<file path="src/rtl/addsub_share_ctrl.sv">
// Round-robin sharing of one external ripple add/sub datapath between two requesters; optional {C,Z,N,V} flags with ADDSUB_SHARE_CTRL_FLAGS_EN.
// Latency: rsp_valid rises SETTLE cycles after the accept edge; one operation per SETTLE+2 cycles at best.
// Backpressure: a response is held, along with the datapath operands, until rsp_ready; no new accepts until it leaves.
module addsub_share_ctrl #(
    parameter int WIDTH  = 8,
    parameter int SETTLE = 3
) (
    input  logic             clk,
    input  logic             rst,
    input  logic             req0_valid,
    output logic             req0_ready,
    input  logic [WIDTH-1:0] req0_a,
    input  logic [WIDTH-1:0] req0_b,
    input  logic             req0_op,
    input  logic             req1_valid,
    output logic             req1_ready,
    input  logic [WIDTH-1:0] req1_a,
    input  logic [WIDTH-1:0] req1_b,
    input  logic             req1_op,
    output logic             rsp_valid,
    input  logic             rsp_ready,
    output logic             rsp_id,
    output logic [WIDTH-1:0] rsp_data,
    output logic [WIDTH-1:0] add_a,
    output logic [WIDTH-1:0] add_b,
    output logic             add_op,
    input  logic [WIDTH-1:0] add_sum,
    input  logic             add_cout,
    output logic             busy
`ifdef ADDSUB_SHARE_CTRL_FLAGS_EN
    ,
    output logic [3:0]       rsp_flags
`endif
);

    localparam int CW = $clog2(SETTLE + 1);

    typedef struct packed {
        logic [WIDTH-1:0] a;
        logic [WIDTH-1:0] b;
        logic             op;
    } op_t;

    typedef enum logic [1:0] {
        ST_IDLE   = 2'd0,
        ST_SETTLE = 2'd1,
        ST_RESP   = 2'd2
    } state_t;

    state_t        state_q;
    state_t        state_d;
    logic [CW-1:0] cnt_q;
    logic          prio_q;   // set when requester 1 wins a tie
    logic          id_q;
    op_t           op_q;
    op_t           req_sel;
    logic          gnt_vld;
    logic          gnt_id;
    logic          accept;
    logic          capture;
    logic          release_rsp;

    always_comb begin
        gnt_vld = req0_valid | req1_valid;
        gnt_id  = 1'b0;
        if (req0_valid && req1_valid) begin
            gnt_id = prio_q;
        end else if (req1_valid) begin
            gnt_id = 1'b1;
        end
        req_sel = gnt_id ? {req1_a, req1_b, req1_op} : {req0_a, req0_b, req0_op};
    end

    always_ff @(posedge clk or posedge rst) begin
        if (rst) begin
            state_q <= ST_IDLE;
        end else begin
            state_q <= state_d;
        end
    end

    always_comb begin
        state_d = state_q;
        case (state_q)
            ST_IDLE:   if (gnt_vld) state_d = ST_SETTLE;
            ST_SETTLE: if (cnt_q == CW'(1)) state_d = ST_RESP;
            ST_RESP:   if (rsp_ready) state_d = ST_IDLE;
            default:   state_d = ST_IDLE;
        endcase
    end

    // Ready is combinational; masking with rst keeps every output low while reset is held.
    always_comb begin
        accept      = 1'b0;
        capture     = 1'b0;
        release_rsp = 1'b0;
        busy        = 1'b1;
        req0_ready  = 1'b0;
        req1_ready  = 1'b0;
        case (state_q)
            ST_IDLE: begin
                busy       = 1'b0;
                accept     = gnt_vld & ~rst;
                req0_ready = accept & ~gnt_id;
                req1_ready = accept & gnt_id;
            end
            ST_SETTLE: capture     = (cnt_q == CW'(1));
            ST_RESP:   release_rsp = rsp_ready;
            default:   busy        = 1'b0;
        endcase
    end

    always_ff @(posedge clk or posedge rst) begin
        if (rst) begin
            cnt_q  <= '0;
            op_q   <= '0;
            id_q   <= 1'b0;
            prio_q <= 1'b0;
        end else if (accept) begin
            op_q   <= req_sel;
            id_q   <= gnt_id;
            prio_q <= ~gnt_id;
            cnt_q  <= CW'(SETTLE);
        end else if (state_q == ST_SETTLE) begin
            cnt_q <= cnt_q - CW'(1);
        end
    end

    assign add_a  = op_q.a;
    assign add_b  = op_q.b;
    assign add_op = op_q.op;

    always_ff @(posedge clk or posedge rst) begin
        if (rst) begin
            rsp_valid <= 1'b0;
            rsp_data  <= '0;
            rsp_id    <= 1'b0;
        end else if (capture) begin
            rsp_valid <= 1'b1;
            rsp_data  <= add_sum;
            rsp_id    <= id_q;
        end else if (release_rsp) begin
            rsp_valid <= 1'b0;
        end
    end

`ifdef ADDSUB_SHARE_CTRL_FLAGS_EN
    logic flag_v;

    // Overflow judged on the held operands: subtract flips the sign sense of B.
    always_comb begin
        flag_v = (add_op ? (add_a[WIDTH-1] != add_b[WIDTH-1])
                         : (add_a[WIDTH-1] == add_b[WIDTH-1]))
                 && (add_sum[WIDTH-1] != add_a[WIDTH-1]);
    end

    always_ff @(posedge clk or posedge rst) begin
        if (rst) begin
            rsp_flags <= 4'b0;
        end else if (capture) begin
            rsp_flags <= {add_cout, (add_sum == '0), add_sum[WIDTH-1], flag_v};
        end
    end
`else
    logic unused_cout;
    assign unused_cout = add_cout;
`endif

endmodule

</file>
<file path="config.mk">
export PLATFORM = sky130hd
export DESIGN_NAME = addsub_share_ctrl
export DESIGN_NICKNAME = d
export VERILOG_FILES = /design/src/rtl/addsub_share_ctrl.sv
export SDC_FILE = /design/constraint.sdc
export NUM_CORES = 1
export LEC_CHECK = 0
export ABC_AREA = 1
export BUFFER_PORTS_ARGS = -buffer_cell sky130_fd_sc_hd__buf_2
export CAP_MARGIN = 40
export CORE_MARGIN = 2
export CORE_UTILIZATION = 50
export DETAILED_ROUTE_END_ITERATION = 10
export HOLD_SLACK_MARGIN = 0.08
export PLACE_DENSITY = 0.81
export SYNTH_ARGS = -nofsm -noshare
export SYNTH_HDL_FRONTEND = slang
export SYNTH_SLANG_ARGS = --single-unit
</file>
<file path="constraint.sdc">
create_clock -name clk -period 4.7 [get_ports clk]
set_input_delay 0.47 -clock clk [delete_from_list [all_inputs] [get_ports clk]]
set_output_delay 0.47 -clock clk [all_outputs]
set_load 0.05 [all_outputs]
</file>
==> metrics.md <==
| Metric | Value |
|---|---|
| Pre-CTS setup slack | `2138 ps` |
| Share of cells above drive strength 1 | `0.2984` |
| Top cell type's share of synthesized area | `0.4694` |
| First-pass iteration count of the detailed router | `4` |
| Critical path arrival | `2100 ps` |
| CP Launch Point | `state_q[0]` |
| Vias/cell | `between 4 and 5` |
| Largest cells by area after synthesis | `dfrtp_1 (47%), nand2_1 (17%), nand3_1 (12%)` |
| H-tree level count | `2` |
| Die area | `4009 um^2` |
| Clock Skew | `roughly 5.8 ps` |
| Max Slew Vio Count | `0` |
| Initial DRC Count | `50` |
| Worst slew margin | `0.6751` |
| Mux cell area share after synthesis | `0` |
| CTS buffer count | `5` |
| Net Switching | `approximately 0.88 mW` |
| Net Sw Frac | `0.5560` |
| Critical Path RT | `4230 ps` |
| Slew @ Worst Pin | `487.4 ps` |
| Placed instance area | `approximately 2100 um^2` |
| Die height | `between 60 and 70 um` |
| Largest net degree at the start of global routing | `35` |
| Setup_tns | `0 ps` |
| Combinational Power Share | `0.594` |
| Root Driver | `clkbuf_4` |
| Reg-to-reg endpoint | `rsp_id` |
| Leading area contributor after synthesis | `dfrtp_1` |
| Clock transition at path regs | `approximately 100 ps` |
| Final setup fails | `0` |
| Grt ovf | `0` |
| Filler cells | `around 340` |
| Internal power | `0.7005 mW` |
| Synth Register Bits | `33` |
| Synth Cell Area | `1759 um^2` |
| # Max-Cap Violations | `0` |
| Total track usage | `0.1949` |
| Initial Util | `0.5231` |
| Post-synthesis adder-cell area fraction | `0.03556` |
| HPWL Detailed | `2.696 mm` |
| Crit-path slowest cell | `dfrtp_1` |
| CP Max Fanout | `21` |
| # rows | `21` |
| Levels on crit path | `7` |
| Remaining antenna violation count | `0` |
| Antenna violations before repair | `0` |
| Gate Count Post-Synth | `230` |
| Min cycle time layout | `roughly 2600 ps` |
| Die span in x | `roughly 63 um` |
| Unrepaired setup endpoints after global routing | `false` |
| Clock Sinks | `33` |
| Avg Inst Size Synth | `7.649 um^2` |
| Status | `finished, final reports clean` |
| CP bufs+invs | `3` |
| Max VDD drop | `approximately 0.34 mV` |
| Nets | `between 300 and 400` |
| Main combinational cell family by area after synthesis | `simple AND/OR/NAND/NOR gates` |
| Via Count | `~1600` |
| Global-route wire length before repair | `between 6 and 7 mm` |
| Worst skew pair latency | `between 300 and 400 ps` |
| Core box area | `between 3000 and 4000 um^2` |
| DRC Markers | `0` |
| Critical R2R Launch | `state_q[1]` |
| Antenna diodes | `0` |
| Post-Synth XOR/XNOR Area | `0.004979` |
| CP cell instances | `inv_1, ha_1, nand2_2, nor2_8, inv_2, a21oi_2, buf_2` |
| Deepest clock path buffer count | `2` |
| Sequential cell area | `about 830 um^2` |
| Yosys cell types | `22` |
| CP top delay family | `buffers and inverters` |
| Pleak | `1.367 nW` |
| Total Routed Length | `approximately 3.7 mm` |
| Vias in the first global route | `roughly 1500` |
| Setup WS post-layout | `roughly 2100 ps` |
| Critical path launch point type | `flop` |
| Reg2Reg Depth | `5` |
| Syn. warnings | `0` |
| Max incr delay on CP | `between 400 and 500 ps` |
| # port buffers | `between 70 and 80` |
| CTS tree | `yes` |
| Compound-Gate Fraction of Synth Area | `0.01778` |
| Simple-Gate Fraction of Synth Area | `0.3357` |
| Reg power frac | `0.313` |
| Area grow syn2layout | `23.97%` |
| Post-layout util | `0.6484` |
| Power Density | `723.5 nW/um^2` |
| Hold-fix buffers at CTS | `0` |
| Clock share of power | `0.093` |
| Sequential share of the synthesized area | `0.4694` |
| Internal reg-to-reg setup slack | `a little over 3000 ps` |
| Worst Hold Class | `input pin to async pin` |
| Routability congestion estimate from global placement | `around 0.72` |
| Post-CTS sizing | `0` |
| CP Capture Point | `req0_ready` |
| DR WL/cell | `around 10 um` |
| Syn_nets | `approximately 280` |
| Fin area | `around 2200 um^2` |
| IO Pins | `between 70 and 80` |
| Crit. End Element | `output pin` |
| Fin crit share | `0.5467` |
| Final hold viol count | `0` |
| Post-CTS Setup Inserts | `0` |
| Area of the multi-input gates | `approximately 690 um^2` |
| CP Class | `flop to output pin` |
| Max Clock Freq | `slightly below 400 MHz` |
## cells in the mapped netlist, drive strengths merged
library cell / instances
nor2: 3
o211ai: 1
ha: 5
nand4: 2
inv: 44
nand3: 43
a21oi: 2
dfrtp: 33
o21ai: 2
xnor2: 1
clkbuf: 2
buf: 8
nand2: 84
## power by group through the flow
| stage | clock, mW | sequential [mW] | combinational, mW |
|---|---|---|---|
| 3_3_place_gp | 0 | 0.496 | 0.929 |
| 3_5_place_dp | 0 | 0.496 | 0.945 |
| 2_1_floorplan | 0 | 0.889 | 0.355 |
| 4_1_cts | 0.151 | 0.493 | 0.947 |
| 6_report | 0.146 | 0.494 | 0.938 |
| 5_1_grt | 0.164 | 0.511 | 1.01 |
## kinds of logic after synthesis
logic type	after synthesis
AO/OA/AOI/OAI	5
XOR/XNOR	1
adder cells (fa/ha/maj)	5
buffers and inverters	54
flip-flops	33
AND/OR/NAND/NOR	132
## registers in the layout (all words and copies together), names as in the netlist
register,flops
rsp_valid,1
cnt_q,2
state_q,2
rsp_data,8
add_a,8
add_b,8
rsp_id,1
prio_q,1
add_op,1
id_q,1
## worst min-delay path by stage
stage / depth (start not counted) / endpoint
after floorplan: 2 / state_q[1]
after global placement: 2 / rsp_data[2]
after detailed placement: 2 / rsp_data[5]
after CTS: 3 / add_b[4]
after global routing: 3 / add_b[4]
final: 3 / cnt_q[0]
## metrics by stage
step	hold WS (ps)	power, mW	cells
final	207.6	1.578	351
after global routing	249.9	1.686	351
after CTS	212.4	1.592	351
after detailed placement	456.7	1.441	343
after global placement	450.4	1.424	343
after floorplan	467.5	1.244	230
## cell usage in the layout, fill, tap and decap left out, drive strengths merged
cell type  synthesis  routed
o211ai             1       1
buf                8      77
nand2             84      84
a21oi              2       2
dfrtp             33      33
nand4              2       2
inv               44      44
nor2               3       3
o21ai              2       2
clkbuf             2       6
clkinv             0       2
ha                 5       5
nand3             43      43
xnor2              1       1
## layout make-up
class | instances | area share
sequential | 33 | 0.3787
clock buffer | 6 | 0.01893
timing repair buffer | 77 | 0.1779
multi-input combinational | 143 | 0.3178
inverter | 44 | 0.07573
tap | 46 | 0.02639
clock inverter | 2 | 0.004590
## worst reg2reg max path: stages, from the launching register on
cell and delay [ps]:
dfrtp_1 410, inv_1 110, ha_1 470, nand2_1 330, nand2_1 120, o21ai_0 90
## routing by layer
metal	wire length [um]	vias to the layer above	track usage	share of wire
li1	-	843	-	-
met1	1560	726	0.2447	0.43
met2	1780	62	0.3298	0.49
met3	253	7	0.04286	0.069
met4	67	0	0.07337	0.018
met5	0	-	0	0
Note: power is estimated with default switching activity, not from simulation.
